**src/rtl/pong_pkg.sv**
```systemverilog
// Shared types and defaults for the pong match controller.
// Holds the FSM states, score width and the digit patterns.
package pong_pkg;

  localparam int SCORE_W = 3;

  localparam int DEF_WIN_SCORE    = 5;
  localparam int DEF_SERVE_FRAMES = 60;
  localparam int DEF_BLINK_CYCLES = 25000000;

  typedef logic [SCORE_W-1:0] score_t;

  typedef enum logic [2:0] {
    ST_IDLE,
    ST_SERVE,
    ST_PLAY,
    ST_POINT,
    ST_OVER
  } state_t;

  // Active-low gfedcba pattern for one decimal digit.
  function automatic logic [6:0] seg7_digit(input score_t d);
    logic [6:0] s;
    s = 7'b1111111;
    case (d)
      3'd0: s = 7'b1000000;
      3'd1: s = 7'b1111001;
      3'd2: s = 7'b0100100;
      3'd3: s = 7'b0110000;
      3'd4: s = 7'b0011001;
      3'd5: s = 7'b0010010;
      3'd6: s = 7'b0000010;
      3'd7: s = 7'b1111000;
      default: s = 7'b1111111;
    endcase
    return s;
  endfunction

endpackage

```
**src/rtl/pong_match_ctrl.sv**
```systemverilog
// Match-level sequencing for pong: serve, play, scoring, game over.
// Scores and serve direction follow misses reported by the ball path.
import pong_pkg::*;

module pong_match_ctrl #(
  parameter int WIN_SCORE    = DEF_WIN_SCORE,
  parameter int SERVE_FRAMES = DEF_SERVE_FRAMES,
  parameter int BLINK_CYCLES = DEF_BLINK_CYCLES
) (
  input  logic               CLOCK_50,
  input  logic               reset,
  input  logic               frame_tick,
  input  logic               start,
  input  logic               new_game,
  input  logic               miss_left,
  input  logic               miss_right,
  output logic               ball_reset,
  output logic               ball_run,
  output logic               serve_dir,
  output logic [SCORE_W-1:0] score1,
  output logic [SCORE_W-1:0] score2,
  output logic               numbers_active,
  output logic               game_over,
  output logic               winner,
  output logic               blink
);

  localparam int BW =
    (BLINK_CYCLES > 1) ? $clog2(BLINK_CYCLES) : 1;
  localparam logic [BW-1:0] B_LAST = BW'(BLINK_CYCLES - 1);
  localparam logic [7:0]    S_LOAD = 8'(SERVE_FRAMES);
  localparam score_t        S_WIN  = SCORE_W'(WIN_SCORE);

  state_t        state;
  logic [7:0]    srv_cnt;
  logic [BW-1:0] blk_cnt;
  logic          in_rally;

  assign in_rally = (state == ST_SERVE) ||
                    (state == ST_PLAY)  ||
                    (state == ST_POINT);

  // Level outputs come straight from the state.
  assign ball_run       = (state == ST_PLAY);
  assign numbers_active = (state != ST_PLAY);
  assign game_over      = (state == ST_OVER);

  // Match FSM with its counters and registered outputs.
  always_ff @(posedge CLOCK_50 or posedge reset) begin
    if (reset) begin
      state      <= ST_IDLE;
      srv_cnt    <= '0;
      blk_cnt    <= '0;
      score1     <= '0;
      score2     <= '0;
      serve_dir  <= 1'b0;
      winner     <= 1'b0;
      blink      <= 1'b0;
      ball_reset <= 1'b0;
    end else begin
      ball_reset <= 1'b0;
      if (new_game) begin
        score1    <= '0;
        score2    <= '0;
        serve_dir <= 1'b0;
        blink     <= 1'b0;
        blk_cnt   <= '0;
        state     <= ST_IDLE;
      end else if (!start && in_rally) begin
        state <= ST_IDLE;
      end else begin
        unique case (state)
          ST_IDLE: begin
            if (start) begin
              ball_reset <= 1'b1;
              srv_cnt    <= S_LOAD;
              state      <= ST_SERVE;
            end
          end
          ST_SERVE: begin
            if (frame_tick) begin
              srv_cnt <= srv_cnt - 8'd1;
              if (srv_cnt <= 8'd1)
                state <= ST_PLAY;
            end
          end
          ST_PLAY: begin
            if (miss_left && !miss_right) begin
              if (score2 != S_WIN)
                score2 <= score2 + 1'b1;
              serve_dir <= 1'b0;
            end else if (miss_right && !miss_left) begin
              if (score1 != S_WIN)
                score1 <= score1 + 1'b1;
              serve_dir <= 1'b1;
            end
            if (miss_left || miss_right)
              state <= ST_POINT;
          end
          ST_POINT: begin
            if (score1 == S_WIN || score2 == S_WIN) begin
              winner  <= (score2 == S_WIN);
              blk_cnt <= '0;
              blink   <= 1'b0;
              state   <= ST_OVER;
            end else begin
              ball_reset <= 1'b1;
              srv_cnt    <= S_LOAD;
              state      <= ST_SERVE;
            end
          end
          ST_OVER: begin
            if (blk_cnt == B_LAST) begin
              blk_cnt <= '0;
              blink   <= ~blink;
            end else begin
              blk_cnt <= blk_cnt + 1'b1;
            end
          end
          default: state <= ST_IDLE;
        endcase
      end
    end
  end

endmodule

```
**config.mk**
```make
export PLATFORM = sky130hd
export DESIGN_NAME = pong_match_ctrl
export DESIGN_NICKNAME = d
export VERILOG_FILES = /design/src/rtl/pong_pkg.sv /design/src/rtl/pong_match_ctrl.sv
export SDC_FILE = /design/constraint.sdc
export NUM_CORES = 1
export LEC_CHECK = 0
export ABC_CLOCK_PERIOD_IN_PS = 1840
export CAP_MARGIN = 20
export CORE_ASPECT_RATIO = 0.75
export CORE_MARGIN = 2
export CORE_UTILIZATION = 53
export DETAILED_ROUTE_END_ITERATION = 8
export PLACE_DENSITY_LB_ADDON = 0.12
export SYNTH_ARGS = -nofsm -noshare
export SYNTH_HDL_FRONTEND = slang
export SYNTH_SLANG_ARGS = --single-unit
```
**constraint.sdc**
```tcl
create_clock -name CLOCK_50 -period 1.84 [get_ports CLOCK_50]
set_input_delay 0.276 -clock CLOCK_50 [delete_from_list [all_inputs] [get_ports CLOCK_50]]
set_output_delay 0.276 -clock CLOCK_50 [all_outputs]
set_load 0.005 [all_outputs]
```
==> results by stage <==
Floorplanning:
- Once the floorplan was initialized, standard cells occupied about 55% of the core.
- The floorplan step set the die width to 85.7 um.
- The number of top-level pins is 20.
- The height of the die is between 60 and 70 um.
- After floorplanning, the core was sized to cover ~0.0048 mm2.
- The area of the die is ~0.0056 mm2.
- The number of cell rows is 22.

Global routing:
- Entering global routing, the biggest net connects 47 pins.
- The first global-routing pass estimated slightly below 10 mm of wire.
- The number of global-route vias before repair was 2120.
- The initial antenna violation count was 0.
- The global-route usage over all layers is 22.4%.
- Global routing finished with a remaining overflow of 0.

Power and ir drop:
- The power after layout is approximately 1.9 mW.
- The net load switching power is 486 uW.
- For this design the ratio of total power to cell area is 541 mW/mm2.
- The combinational share of power is 9.6%.
- The worst supply voltage drop on vdd is between 0.0003 and 0.0004 V.
- The analysis attributes to cell leakage a power of roughly 1.6 nW.
- The cell-internal power is ~1.4 mW.
- The share of total power dissipated in the clock network is 34.8%.
- Of the total power, registers draw between 50% and 60%.
- The net switching fraction of the power is 25.6%.

Critical path:
- The endpoint class of the critical path is a register.
- The required arrival time at the worst endpoint is around 2.1 ns.
- Data on the critical path arrives at its endpoint at just over 2 ns.
- STA classifies the critical path startpoint as a register.
- The largest stage delay on the critical path is 0.40 ns.
- The buffering stage count on the worst path with inverters included is 1.
- The critical path class is reg2reg.
- The critical path goes through nor4_2 -> nand4_1 -> o21ai_4 -> buf_6 -> o21ai_2 -> a21o_1.
- In this run the worst path has a maximum fanout of 5.
- The standard cell with the maximum stage delay on the critical path is sky130_fd_sc_hd__dfrtp_1.
- In this design, the largest share of critical-path delay is due to simple AND/OR/NAND/NOR gates.

Flow run:
- Across the run, the number of max-cap violations was 0.

Clocking:
- TritonCTS built the clock tree.
- Clock latency on the worst-skew pair, taken at its later pin, is between 0.3 and 0.4 ns.
- In this run the deepest clock path goes through 2 buffers.
- Clock-pin slew was measured on the worst setup and hold paths at ~0.09 ns.
- CTS placed an instance of sky130_fd_sc_hd__clkbuf_8 at the clock tree root.
- The hold-fix buffer count after cts is 0.
- The tree built by TritonCTS fans out to 46 sinks.
- The total clock buffers created by CTS is 5.
- The H-tree level count is 2.

Timing:
- Setup repair after global routing could not meet its margin everywhere.
- The final critical delay including setup and external delays is roughly 1.8 ns.
- The worst slew margin relative to its limit is 68.8%.
- The final-report hold violation count came to 0.
- The transition time of the tightest slew-check pin is 0.465 ns.
- The number of pins exceeding their max-slew limit in the final report is 0.
- The final total negative setup slack is 0 ns.
- The setup violation total in the final timing report is 0.
- The final setup skew is a little over 0.007 ns.
- The final critical path takes up 99.4% of the cycle.
- The peak clock frequency supported by timing is approximately 550 MHz.
- Final hold analysis gives a worst-case slack of 0.320 ns.

Layout:
- The area growth from synthesis to layout is 32.7%.
- The total of fill cells in the finished design is around 370.
- The number of nets in the layout is 368.
- Measured on the finished design, the core utilization comes to 72.7%.
- The area of all placed cells without fillers is 0.00352 mm2.
- The number of antenna repair diodes is 0.
- The post-route netlist has 27.0% of its cells at a drive strength greater than 1.

Logic synthesis:
- Dividing the synthesized area by the synthesized cell count gives around 9.4 um2.
- Synthesis produced approximately 280 cells.
- The synthesis warning total is 0.
- When the netlist entered floorplanning its net count stood at between 200 and 300.
- After synthesis the cells add up to around 0.0027 mm2.
- The count of unique library cells instantiated by Yosys is 58.
- After synthesis, the most frequently instantiated cells are 46 x sky130_fd_sc_hd__dfrtp_1, 28 x sky130_fd_sc_hd__nand2_1, 26 x sky130_fd_sc_hd__nor2_1.
- After synthesis, the largest area contributor takes up a little over two fifths of total cell area.
- The largest total area in the synthesized netlist belongs to sky130_fd_sc_hd__dfrtp_1.
- The most instantiated library cell after synthesis is sky130_fd_sc_hd__dfrtp_1.
- The prevailing post-synth register cell is sky130_fd_sc_hd__dfrtp_1.
- The count of flip-flops with a built-in enable after synthesis is 0.
- For this run, asynchronously set or reset flops after synthesis account for between 90% and 100%.
- After synthesis, the cell types taking the most area are sky130_fd_sc_hd__dfrtp_1 43%, sky130_fd_sc_hd__nand2_1 4.0%, sky130_fd_sc_hd__nor2_1 3.7%, sky130_fd_sc_hd__ha_1 3.3%, sky130_fd_sc_hd__xor2_1 3.3%.
- The flip-flop and latch count after synthesis is between 40 and 50.
- The sequential-to-total area share from yosys stat is 43.4%.

Worst hold path:
- The class of the most critical hold timing path is in2async.

Detailed routing:
- Summed over all layers, the routed wires come to around 6.6 mm.
- In the final routed layout, each cell accounts on average for about 16 um.
- Once detail routing completed, the nets flagged for antenna violations numbered 0.
- The number of DRC markers in iteration 0 is 136.
- The first detailed-routing pass ran for 4 iterations.
- The routed layout has 2395 vias.
- The number of vias per cell after detailed routing is slightly below 6.
- In the routed design, unresolved DRC markers number 0.

Placement:
- The routability congestion estimate is ~0.85.
- The HPWL after detailed placement is around 4.2 mm.
- Summing all placed instances gives a cell area of ~0.0032 mm2.
- The number of input and output port buffers inserted is 19.

Status:
- The flow ran to the end, and the final reports show no timing, DRC or antenna violations.
[timing repair]
item                       in CTS  in global routing
pin swaps                       5                 18
gates resized for setup         6                 20
cloned                          0                  3
buffers inserted                6                 11
setup endpoints to repair      12                 29
[per-stage QoR]
stage | std cells | worst slack (ns)
floorplan | 281 | 0.0141
global placement | 387 | -0.0392
detailed placement | 387 | -0.0836
CTS | 401 | 0.0000837
global route | 415 | -0.0680
finish | 415 | 0.0113
[cell type report]
type / count / area, um2 / share of cell area [%]
clock buffer: 6 / 82.6 / 2.35
timing repair buffer: 74 / 669 / 19.0
tap: 60 / 75.1 / 2.13
clock inverter: 2 / 12.5 / 0.355
sequential: 46 / 1150 / 32.8
multi-input combinational: 216 / 1490 / 42.2
inverter: 11 / 41.3 / 1.17
[power by group through the flow]
stage / combinational (mW) / clock, mW / sequential, mW
after floorplan: 0.106 / 0 / 1.07
after global placement: 0.162 / 0 / 1.08
after detailed placement: 0.164 / 0 / 1.08
after CTS: 0.168 / 0.680 / 1.06
after global routing: 0.204 / 0.711 / 1.06
final: 0.183 / 0.663 / 1.06
[registers in the layout (all words and copies together), names as in the netlist]
signal	flops
score2	3
ball_reset	1
srv_cnt	8
score1	3
serve_dir	1
blink	1
blk_cnt	25
state	3
winner	1
[kinds of logic (layout without fill, tap and decap cells)]
kind of cell               Yosys count  in the layout  share of synthesized area (%)
AOI/OAI and AO/OA                   62             64                           16.5
xor gates and xnor gates            11             11                           3.63
adders and majority gates            7              7                           3.30
buffers and inverters               21             93                           4.20
DFF                                 46             46                           43.4
muxes                                2              2                          0.801
and+or+nand+nor                    132            132                           28.2
[metal layers]
layer  up-vias  global-route usage, %  share of wire, %
li1       1173                      -                 -
met1      1155                   33.2                49
met2        61                   34.8                45
met3         6                   3.39               4.8
met4         0                   5.36              0.91
met5         -                      0                 0
[final timing paths]
kind / from / end / slack, ns / cells past startpoint
worst min-delay path: reset / srv_cnt[1] / 0.32 / 3
max in group asynchronous: reset / state[0] / 1.28 / 3
worst min register to register: winner / winner / 0.52 / 2
worst max-delay path: blk_cnt[9] / blk_cnt[2] / 0.01 / 6
min in group CLOCK_50: winner / winner / 0.52 / 2
worst max register to register: blk_cnt[9] / blk_cnt[2] / 0.01 / 6
[worst reg2reg max path, cell delays in order (launching register included)]
cell,delay [ns]
sky130_fd_sc_hd__dfrtp_1,0.40
sky130_fd_sc_hd__nor4_2,0.32
sky130_fd_sc_hd__nand4_1,0.33
sky130_fd_sc_hd__o21ai_4,0.34
sky130_fd_sc_hd__buf_6,0.15
sky130_fd_sc_hd__o21ai_2,0.05
sky130_fd_sc_hd__a21o_1,0.15
[layout by cell type (no fill, tap or decap), types with 5 or more instances in the layout]
cell                              count
sky130_fd_sc_hd__a21oi_1             11
sky130_fd_sc_hd__and3_1               7
sky130_fd_sc_hd__buf_4               47
sky130_fd_sc_hd__buf_6                5
sky130_fd_sc_hd__clkbuf_8             6
sky130_fd_sc_hd__clkdlybuf4s50_1     17
sky130_fd_sc_hd__dfrtp_1             43
sky130_fd_sc_hd__inv_1               10
sky130_fd_sc_hd__nand2_1             27
sky130_fd_sc_hd__nand3_1             14
sky130_fd_sc_hd__nand4_1             10
sky130_fd_sc_hd__nor2_1              26
sky130_fd_sc_hd__nor3_1               7
sky130_fd_sc_hd__o21ai_0              9
sky130_fd_sc_hd__o21ai_1              8
sky130_fd_sc_hd__xor2_1              10
(Power assumes the default switching activity.)
